===== src/rtl/alu_issue_arbiter.sv =====
// Shares one registered ALU between two issue slots: round-robin valid/ready
// arbitration, a single in-flight tracker and a one-entry response buffer per slot.
module alu_issue_arbiter #(
   parameter int TAG_W = 4
) (
   input  logic             clk,
   input  logic             rst_n,
   input  logic             req0_valid_i,
   output logic             req0_ready_o,
   input  logic [3:0]       req0_op_i,
   input  logic [31:0]      req0_a_i,
   input  logic [31:0]      req0_b_i,
   input  logic [TAG_W-1:0] req0_tag_i,
   input  logic             req1_valid_i,
   output logic             req1_ready_o,
   input  logic [3:0]       req1_op_i,
   input  logic [31:0]      req1_a_i,
   input  logic [31:0]      req1_b_i,
   input  logic [TAG_W-1:0] req1_tag_i,
   output logic [3:0]       alu_op_o,
   output logic [31:0]      alu_in1_o,
   output logic [31:0]      alu_in2_o,
   input  logic [31:0]      alu_out_i,
   input  logic [31:0]      alu_slt_i,
   output logic             rsp0_valid_o,
   input  logic             rsp0_ready_i,
   output logic [31:0]      rsp0_result_o,
   output logic [31:0]      rsp0_slt_o,
   output logic [TAG_W-1:0] rsp0_tag_o,
   output logic             rsp0_err_o,
   output logic             rsp1_valid_o,
   input  logic             rsp1_ready_i,
   output logic [31:0]      rsp1_result_o,
   output logic [31:0]      rsp1_slt_o,
   output logic [TAG_W-1:0] rsp1_tag_o,
   output logic             rsp1_err_o
);

   logic [1:0]            req_valid_s;
   logic [1:0]            rsp_ready_s;
   logic [1:0]            owner_hit_s;
   logic [1:0]            elig_s;
   logic [1:0]            cand_s;
   logic                  grant_s;
   logic                  win_s;
   logic [3:0]            sel_op_s;
   logic [31:0]           sel_a_s;
   logic [31:0]           sel_b_s;
   logic [TAG_W-1:0]      sel_tag_s;

   logic                  rr_ptr_q, rr_ptr_d;
   logic                  infl_valid_q, infl_valid_d;
   logic                  infl_owner_q, infl_owner_d;
   logic [TAG_W-1:0]      infl_tag_q, infl_tag_d;
   logic                  infl_err_q, infl_err_d;
   logic [1:0]            rsp_valid_q, rsp_valid_d;
   logic [1:0][31:0]      rsp_result_q, rsp_result_d;
   logic [1:0][31:0]      rsp_slt_q, rsp_slt_d;
   logic [1:0][TAG_W-1:0] rsp_tag_q, rsp_tag_d;
   logic [1:0]            rsp_err_q, rsp_err_d;

   assign req_valid_s = {req1_valid_i, req0_valid_i};
   assign rsp_ready_s = {rsp1_ready_i, rsp0_ready_i};

   // owner_hit_s flags the port whose op sits in the ALU: it blocks that port and steers its completion
   assign owner_hit_s = {infl_valid_q & infl_owner_q, infl_valid_q & ~infl_owner_q};
   assign elig_s      = {2{rst_n}} & ~owner_hit_s & (~rsp_valid_q | rsp_ready_s);
   assign cand_s      = req_valid_s & elig_s;

   // Round-robin pick among eligible, valid requesters
   always_comb begin
      grant_s = 1'b0;
      win_s   = 1'b0;
      case (cand_s)
         2'b01:   begin grant_s = 1'b1; win_s = 1'b0;     end
         2'b10:   begin grant_s = 1'b1; win_s = 1'b1;     end
         2'b11:   begin grant_s = 1'b1; win_s = rr_ptr_q; end
         default: begin grant_s = 1'b0; win_s = 1'b0;     end
      endcase
   end

   assign req0_ready_o = grant_s & ~win_s;
   assign req1_ready_o = grant_s & win_s;

   // Winner's request fields
   always_comb begin
      sel_op_s  = req0_op_i;
      sel_a_s   = req0_a_i;
      sel_b_s   = req0_b_i;
      sel_tag_s = req0_tag_i;
      if (win_s) begin
         sel_op_s  = req1_op_i;
         sel_a_s   = req1_a_i;
         sel_b_s   = req1_b_i;
         sel_tag_s = req1_tag_i;
      end else begin
         sel_op_s  = req0_op_i;
         sel_a_s   = req0_a_i;
         sel_b_s   = req0_b_i;
         sel_tag_s = req0_tag_i;
      end
   end

   // ALU drive: illegal opcodes issue as op 0 on zero operands so the ALU never holds stale data
   always_comb begin
      alu_op_o  = 4'h0;
      alu_in1_o = 32'h0;
      alu_in2_o = 32'h0;
      if (grant_s && !sel_op_s[3]) begin
         alu_op_o  = sel_op_s;
         alu_in1_o = sel_a_s;
         alu_in2_o = sel_b_s;
      end else begin
         alu_op_o  = 4'h0;
         alu_in1_o = 32'h0;
         alu_in2_o = 32'h0;
      end
   end

   // Arbitration pointer and in-flight tracker next state
   always_comb begin
      rr_ptr_d     = rr_ptr_q;
      infl_valid_d = grant_s;
      infl_owner_d = infl_owner_q;
      infl_tag_d   = infl_tag_q;
      infl_err_d   = infl_err_q;
      if (grant_s) begin
         rr_ptr_d     = ~win_s;
         infl_owner_d = win_s;
         infl_tag_d   = sel_tag_s;
         infl_err_d   = sel_op_s[3];
      end else begin
         rr_ptr_d     = rr_ptr_q;
         infl_owner_d = infl_owner_q;
         infl_tag_d   = infl_tag_q;
         infl_err_d   = infl_err_q;
      end
   end

   // Response buffers: completion load takes precedence over drain
   always_comb begin
      rsp_valid_d  = rsp_valid_q;
      rsp_result_d = rsp_result_q;
      rsp_slt_d    = rsp_slt_q;
      rsp_tag_d    = rsp_tag_q;
      rsp_err_d    = rsp_err_q;
      for (int n = 0; n < 2; n++) begin
         if (owner_hit_s[n]) begin
            rsp_valid_d[n]  = 1'b1;
            rsp_result_d[n] = infl_err_q ? 32'h0 : alu_out_i;
            rsp_slt_d[n]    = infl_err_q ? 32'h0 : alu_slt_i;
            rsp_tag_d[n]    = infl_tag_q;
            rsp_err_d[n]    = infl_err_q;
         end else if (rsp_valid_q[n] && rsp_ready_s[n]) begin
            rsp_valid_d[n] = 1'b0;
         end else begin
            rsp_valid_d[n] = rsp_valid_q[n];
         end
      end
   end

   // State registers
   always_ff @(posedge clk or negedge rst_n) begin
      if (!rst_n) begin
         rr_ptr_q     <= 1'b0;
         infl_valid_q <= 1'b0;
         infl_owner_q <= 1'b0;
         infl_tag_q   <= {TAG_W{1'b0}};
         infl_err_q   <= 1'b0;
         rsp_valid_q  <= 2'b00;
         rsp_result_q <= 64'h0;
         rsp_slt_q    <= 64'h0;
         rsp_tag_q    <= {(2*TAG_W){1'b0}};
         rsp_err_q    <= 2'b00;
      end else begin
         rr_ptr_q     <= rr_ptr_d;
         infl_valid_q <= infl_valid_d;
         infl_owner_q <= infl_owner_d;
         infl_tag_q   <= infl_tag_d;
         infl_err_q   <= infl_err_d;
         rsp_valid_q  <= rsp_valid_d;
         rsp_result_q <= rsp_result_d;
         rsp_slt_q    <= rsp_slt_d;
         rsp_tag_q    <= rsp_tag_d;
         rsp_err_q    <= rsp_err_d;
      end
   end

   assign rsp0_valid_o  = rsp_valid_q[0];
   assign rsp0_result_o = rsp_result_q[0];
   assign rsp0_slt_o    = rsp_slt_q[0];
   assign rsp0_tag_o    = rsp_tag_q[0];
   assign rsp0_err_o    = rsp_err_q[0];
   assign rsp1_valid_o  = rsp_valid_q[1];
   assign rsp1_result_o = rsp_result_q[1];
   assign rsp1_slt_o    = rsp_slt_q[1];
   assign rsp1_tag_o    = rsp_tag_q[1];
   assign rsp1_err_o    = rsp_err_q[1];

endmodule

===== config.mk =====
export PLATFORM = sky130hd
export DESIGN_NAME = alu_issue_arbiter
export DESIGN_NICKNAME = d
export VERILOG_FILES = /design/src/rtl/alu_issue_arbiter.sv
export SDC_FILE = /design/constraint.sdc
export NUM_CORES = 1
export LEC_CHECK = 0
export ABC_AREA = 1
export BUFFER_PORTS_ARGS = -buffer_cell sky130_fd_sc_hd__buf_2
export CORE_MARGIN = 8
export CORE_UTILIZATION = 25
export CTS_CLUSTER_SIZE = 16
export DETAILED_ROUTE_END_ITERATION = 8
export HOLD_SLACK_MARGIN = 0.15
export PLACE_DENSITY = 0.58
export REMOVE_ABC_BUFFERS = 1
export SYNTH_ARGS = -nofsm -noshare
export SYNTH_HDL_FRONTEND = slang
export SYNTH_SLANG_ARGS = --single-unit

===== constraint.sdc =====
create_clock -name clk -period 1.5 [get_ports clk]
set_input_delay 0 -clock clk [delete_from_list [all_inputs] [get_ports clk]]
set_output_delay 0 -clock clk [all_outputs]
set_load 0.02 [all_outputs]

==> results.sh, run 1 <==
export IMPL_outcome="finished, violations left"
export IMPL_violations="negative setup slack"
export IMPL_crit_path_top_delay_cell="dfrtp_1"
export IMPL_hp_class="input pin to flip-flop"
export IMPL_start_util_pct=25.2
export IMPL_max_slew_margin_pct=63.1
export IMPL_crit_chain="nand2_2, buf_4, nand3_1, nand2_4, nand3_4, buf_12, nor2_1, buf_4"
export IMPL_ios=424
export IMPL_cts_path_max_buffers=2
export IMPL_seq_area_frac_synth_pct=48.4
export IMPL_clock_fmax_mhz=503
export IMPL_yosysWarnings=0
export IMPL_synthFlopType="dfrtp_1"
export IMPL_end_kind="primary output"
export IMPL_r2r_cells=12
export IMPL_coreArea_um2=30300
export IMPL_hold_path_depth=5
export IMPL_die_h_um=191
export IMPL_async_flop_share_pct=100
export IMPL_synth_top_area_cell="dfrtp_1"
export IMPL_worst_endpoint_arrival_ns=1.99
export IMPL_grt_ovfl_total=0
export IMPL_clkPwrFrac_pct=22.2
export IMPL_wirelength_um=34100
export IMPL_netlist_top_cells_count="547 x nand2_1, 148 x dfrtp_1, 141 x inv_1"
export IMPL_viasPerCell=4.29
export IMPL_setup_violations=73
export IMPL_ys_ff_latch=148
export IMPL_cp_num_buf_inv=3
export IMPL_cts_sinks=148
export IMPL_worstHoldStart="rst_n"
export IMPL_netlist_instances=1135
export IMPL_synth_cell_area_um2=7650
export IMPL_hold_violations=0
export IMPL_cellPowerDensity_nw_per_um2=1690
export IMPL_cts_buffers_inserted=17
export IMPL_pwr_share_seq_pct=31.6
export IMPL_cts_max_level=4
export IMPL_critical_path_most_common_cell="buf_4"
export IMPL_grt_pass1_vias=9283
export IMPL_grtUsageTotal_pct=17.9
export IMPL_critPathLaunchType="flip-flop"
export IMPL_area_growth_pct=62.8
export IMPL_final_max_slew_viol_count=0
export IMPL_finalNonFillerCells=2046
export IMPL_num_vias=8783
export IMPL_detail_route_antenna_nets=0
export IMPL_num_rows=64
export IMPL_yosysTopAreaCellShare_pct=48.4
export IMPL_hpwl_um=24400
export IMPL_design_area_um2=12400
export IMPL_crit_required_ns=1.50
export IMPL_min_to="rr_ptr_q$_DFFE_PN0P_"
export IMPL_rsz0062_at_grt="yes"
export IMPL_rr_endpoint="infl_tag_q[3]$_DFFE_PN0P_"
export IMPL_drv_cap=0
export IMPL_gp_congestion=0.938
export IMPL_multi_input_area_um2=3170
export IMPL_grt_first_pass_wirelength_um=51500
export IMPL_path_delay_family="simple AND/OR/NAND/NOR gates"
export IMPL_place_inst=1924
export IMPL_tritoncts="built"
export IMPL_seq_area_um2=3700
export IMPL_comb_power_share_pct=46.2
export IMPL_switching_share_pct=42.5
export IMPL_worst_skew_pair_late_latency_ns=0.42
export IMPL_clk_pin_slew_ns=0.06
export IMPL_p_switching_uw=8960
export IMPL_fin_crit_sh_pct=133
export IMPL_die_w_um=191
export IMPL_vdd_drop_max_mv=0.827
export IMPL_r2r_start="infl_valid_q$_DFF_PN0_"
export IMPL_dr_pass1_iters=5
export IMPL_post_drt_wl_per_cell_um=16.7
export IMPL_drive_above_1_share_pct=32.7
export IMPL_synth_cell_types=18
export IMPL_leakage_uw=0.00760
export IMPL_fin_skew_ns=0.00690
export IMPL_grt_max_degree=52
export IMPL_p_int_uw=12100
export IMPL_placed_area_um2=10400
export IMPL_synth_area_per_cell_um2=6.74
export IMPL_yosys_top_cells_area="dfrtp_1 48%, nand2_1 27%, inv_1 6.9%"
export IMPL_yosys_cell_count_top_type="nand2_1"
export IMPL_synth_edff_count=0
export IMPL_n_fill_cell=3156
export IMPL_fin_crit_ns=1.99
export IMPL_antenna_found_initial=2
export IMPL_drc=0
export IMPL_r2r_setup_slack_ns=-0.17
export IMPL_cts_root_buf="clkbuf_16"
export IMPL_drt_iter0_drc=444
export IMPL_worst_pin_slew_ns=0.554
export IMPL_io_buffer_count=422
export IMPL_fin_ws_ns=-0.489
export IMPL_place_ws_ns=-0.159
export IMPL_fin_nets=1852
export IMPL_cp_max_fo=29
export IMPL_finalSetupTns_ns=-32.03
export IMPL_dieArea_um2=36400
export IMPL_max_stage_delay_ns=0.40
export IMPL_utilization_pct=41.0
export IMPL_critPathKind="flip-flop to primary output"
-- final cells by class --
cell class              instances  area share [%]
repair buffers                549            31.1
flip-flops and latches        148            29.8
multi-input cells             776            25.5
inverters                     146            4.50
well taps                     396            3.98
clock buffers                  18            3.53
clock inverters                12            1.63
diodes                          1          0.0201
-- registers in the layout, indices dropped and copies added, names as in the netlist --
register	flops
infl_valid_q	1
rr_ptr_q	1
infl_tag_q	4
rsp0_tag_o	4
rsp0_slt_o	32
rsp1_tag_o	4
rsp1_slt_o	32
rsp1_result_o	32
rsp0_result_o	32
rsp_err_q	2
infl_owner_q	1
rsp_valid_q	2
infl_err_q	1
-- metal layers --
layer | track usage, % | up-vias | routed length (µm)
met5 | 0 | - | 0
met3 | 5.03 | 33 | 2880
met1 | 20.8 | 4009 | 13800
li1 | - | 4339 | -
met2 | 31.6 | 402 | 16800
met4 | 4.83 | 0 | 625
-- logic make-up after synthesis --
group / after synthesis / synth area share, %
DFF: 148 / 48.4
buffers and inverters: 211 / 11.5
AOI/OAI and AO/OA: 12 / 0.786
other: 1 / 0.0490
and+or+nand+nor: 763 / 39.3
-- worst max path at each step --
stage | from | end | slack (ns) | cells past startpoint
after global routing | infl_valid_q$_DFF_PN0_ | alu_in2_o[5] | -0.64 | 10
after detailed placement | infl_valid_q$_DFF_PN0_ | alu_in1_o[11] | -0.16 | 11
final | infl_valid_q$_DFF_PN0_ | alu_in1_o[15] | -0.49 | 8
after CTS | infl_valid_q$_DFF_PN0_ | alu_in2_o[16] | -0.51 | 8
after global placement | infl_owner_q$_DFFE_PN0P_ | alu_in1_o[11] | -0.12 | 11
after floorplan | infl_owner_q$_DFFE_PN0P_ | alu_in1_o[0] | -3.42 | 7
-- timing repair --
action	4_1_cts	5_1_grt
endpoints found under the hold margin	215	0
resized for setup	92	42
pin swaps	0	2
setup endpoints to repair	101	149
cloned	3	3
hold buffers	78	0
buffers inserted	3	4
-- power groups by stage --
stage               Clock (µW)  Sequential (µW)  Combinational (µW)
floorplan                    0             8650                3000
global placement             0             6720                8940
detailed placement           0             6730                9030
CTS                       4800             6680                9560
global route              4970             6870               10700
finish                    4680             6670                9740
-- metrics by stage --
step | hold WS (ns) | total power [µW]
after global routing | 0.226 | 22500
after detailed placement | -0.194 | 15800
after floorplan | -0.296 | 11600
final | 0.209 | 21100
after CTS | 0.197 | 21000
after global placement | -0.194 | 15700
-- worst register-to-register path: stages (launching register included) --
cell     delay (ns)
dfrtp_1        0.40
nand2_2        0.08
nand2_2        0.07
nor2_4         0.10
buf_12         0.16
nand2_8        0.10
buf_4          0.16
buf_8          0.13
inv_4          0.06
buf_6          0.11
buf_4          0.11
nand2_1        0.05
nand3_1        0.08
-- cell usage in the layout, fill, tap and decap left out, drive strengths merged, types with 5 or more instances in the layout --
cell         instances
clkbuf              21
o21ai               12
dfrtp              148
dlygate4sd3         78
inv                148
nand3               74
buf                467
nor2               133
nand2              551
bufinv               5
No activity file was read; power rests on OpenSTA's default activity.
==> inputs of run 2 (changes only) <==
--- a/config.mk
+++ b/config.mk
@@ -7,12 +7,13 @@
 export LEC_CHECK = 0
 export ABC_AREA = 1
 export BUFFER_PORTS_ARGS = -buffer_cell sky130_fd_sc_hd__buf_2
+export CAP_MARGIN = 20
 export CORE_MARGIN = 8
 export CORE_UTILIZATION = 25
 export CTS_CLUSTER_SIZE = 16
 export DETAILED_ROUTE_END_ITERATION = 8
 export HOLD_SLACK_MARGIN = 0.15
-export PLACE_DENSITY = 0.58
+export PLACE_DENSITY = 0.6
 export REMOVE_ABC_BUFFERS = 1
 export SYNTH_ARGS = -nofsm -noshare
 export SYNTH_HDL_FRONTEND = slang
==> constraint.sdc (replaced) <==
create_clock -name clk -period 1.75 [get_ports clk]
set_input_delay 0 -clock clk [delete_from_list [all_inputs] [get_ports clk]]
set_output_delay 0 -clock clk [all_outputs]
set_load 0.02 [all_outputs]
==> run 2 against run 1 <==
Largest power group unchanged; total power shrank 12%; largest cell class unchanged; wire length is 10% higher; count of clock-buffer cells in the layout did not move; die area unchanged; clock skew is 0.00060 ns lower; global-route usage grew 0.66 points; the run still ends with negative setup slack left; combinational power decreased by 8.0%; sequential share of layout area fell by 2.1 points.
==> results.sh, run 2 (same netlist as run 1, synthesis figures left out) <==
export IMPL_outcome="finished, violations left"
export IMPL_violations="negative setup slack"
export IMPL_coreArea_um2=30300
export IMPL_cts_max_level=4
export IMPL_worst_skew_pair_late_latency_ns=0.42
export IMPL_r2r_start="infl_owner_q$_DFFE_PN0P_"
export IMPL_num_vias=9335
export IMPL_gr_usage_met1_pct=20.6
export IMPL_crit_required_ns=1.75
export IMPL_drive_above_1_share_pct=37.3
export IMPL_drv_cap=0
export IMPL_whs_ns=0.148
export IMPL_hold_violations=0
export IMPL_final_cell_mix="539 x nand2_1, 352 x buf_2, 147 x dfrtp_1"
export IMPL_antenna_found_initial=9
export IMPL_cp_depth=11
export IMPL_num_rows=64
export IMPL_final_common_cell="nand2_1"
export IMPL_end_kind="primary output"
export IMPL_top_usage_layer="met2"
export IMPL_drt_iter0_drc=550
export IMPL_grt_ovfl_total=0
export IMPL_post_drt_wl_per_cell_um=18.2
export IMPL_dieArea_um2=36400
export IMPL_cts_path_max_buffers=2
export IMPL_leakage_uw=0.00780
export IMPL_finalNonFillerCells=2065
export IMPL_fin_skew_ns=0.00630
export IMPL_place_inst=1912
export IMPL_critPathLaunchType="flip-flop"
export IMPL_critPathCapture="alu_in1_o[26]"
export IMPL_crit_path_top_delay_cell="dfrtp_1"
export IMPL_cellPowerDensity_nw_per_um2=1390
export IMPL_hp_class="input pin to flip-flop"
export IMPL_setup_violations=69
export IMPL_worst_pin_slew_ns=0.854
export IMPL_fin_crit_sh_pct=122
export IMPL_grt_use_met3_pct=5.49
export IMPL_fin_ws_ns=-0.392
export IMPL_area_growth_pct=75.4
export IMPL_grtUsageTotal_pct=18.5
export IMPL_start_util_pct=25.2
export IMPL_finalSetupTns_ns=-21.40
export IMPL_max_stage_delay_ns=0.40
export IMPL_r2r_setup_slack_ns=0.04
export IMPL_detail_route_antenna_nets=0
export IMPL_hpwl_um=24300
export IMPL_r2r_cells=8
export IMPL_wirelength_um=37600
export IMPL_path_delay_family="simple AND/OR/NAND/NOR gates"
export IMPL_placed_area_um2=10300
export IMPL_viasPerCell=4.52
export IMPL_rsz0062_at_grt="yes"
export IMPL_setup_worst_path_start="infl_owner_q$_DFFE_PN0P_"
export IMPL_fin_crit_ns=2.14
export IMPL_worst_endpoint_arrival_ns=2.14
export IMPL_tritoncts="built"
export IMPL_place_ws_ns=0.0252
export IMPL_max_slew_margin_pct=43.1
export IMPL_clock_fmax_mhz=467
export IMPL_clk_pin_slew_ns=0.06
export IMPL_io_buffer_count=422
export IMPL_dr_pass1_iters=5
export IMPL_die_w_um=191
export IMPL_final_max_slew_viol_count=0
export IMPL_cts_sinks=148
export IMPL_cts_root_buf="clkbuf_16"
export IMPL_grt_first_pass_wirelength_um=53000
export IMPL_die_h_um=191
export IMPL_gp_congestion=0.867
export IMPL_cp_max_fo=8
export IMPL_design_area_um2=13400
export IMPL_rr_endpoint="rsp1_result_o[26]$_DFFE_PN0P_"
export IMPL_ios=424
export IMPL_drc=0
export IMPL_grt_pass1_vias=9401
export IMPL_critPathKind="flip-flop to primary output"
export IMPL_grtUsageMet2_pct=33.2
export IMPL_cts_buffers_inserted=17
export IMPL_vdd_drop_max_mv=0.542
export IMPL_crit_chain="nand2_2, nand2_2, nor2_4, buf_6, nand2_8, nand2_4, nand3_4, buf_8, clkbuf_16, nor2_2, buf_6"
export IMPL_cp_num_buf_inv=4
export IMPL_fin_nets=1866
export IMPL_grt_max_degree=144
## run 2: per-stage QoR
stage                     util (%)  total power [µW]
after floorplan                  -              9980
after global placement        33.9             13300
after detailed placement      33.9             13400
after CTS                     41.2             18200
after global routing          44.2             19800
final                         44.2             18600
## run 2: worst min-delay path by stage
stage	slack, ns	cells after the start	start	end
6_report	0.15	7	req0_valid_i	infl_err_q$_DFFE_PN0P_
5_1_grt	0.19	7	req0_valid_i	infl_err_q$_DFFE_PN0P_
4_1_cts	0.04	6	req0_op_i[3]	infl_err_q$_DFFE_PN0P_
3_5_place_dp	-0.17	1	rst_n	rsp_valid_q[1]$_DFFE_PN0P_
3_3_place_gp	-0.17	1	rst_n	infl_owner_q$_DFFE_PN0P_
2_1_floorplan	-0.30	0	rst_n	infl_err_q$_DFFE_PN0P_
## run 2: worst min-delay path: stages
cell     delay, ns
buf_2         0.10
nand2_1       0.05
inv_1         0.07
nand3_2       0.12
nand2_4       0.08
nand2_1       0.07
nand2_1       0.04
## run 2: routing by layer
layer / part of all wire (%) / vias up
met5: 0.067 / -
met4: 3.6 / 4
met3: 9.7 / 81
met2: 50 / 513
met1: 36 / 4381
li1: - / 4356
## run 2: where the power goes
| group | switching (µW) | internal (µW) |
|---|---|---|
| sequential | 838 | 4860 |
| clock | 1540 | 2440 |
| combinational | 5740 | 3220 |
## run 2: area by class of cell
class,instances,area (µm²)
Antenna cell,4,10.0
Clock inverter,14,200
Clock buffer,18,439
Tap cell,396,495
Sequential cell,148,3700
Timing Repair Buffer,563,4360
Inverter,146,561
Multi-Input combinational cell,776,3650
Fill cell,2931,16900
## run 2: repair_timing
| item | in CTS | in global routing |
|---|---|---|
| pin swaps | 4 | 23 |
| hold buffers | 79 | 1 |
| endpoints found under the hold margin | 285 | 1 |
| endpoints found under the setup margin | 69 | 69 |
| setup buffers | 11 | 9 |
| cloned | 7 | 11 |
| resized for setup | 166 | 152 |
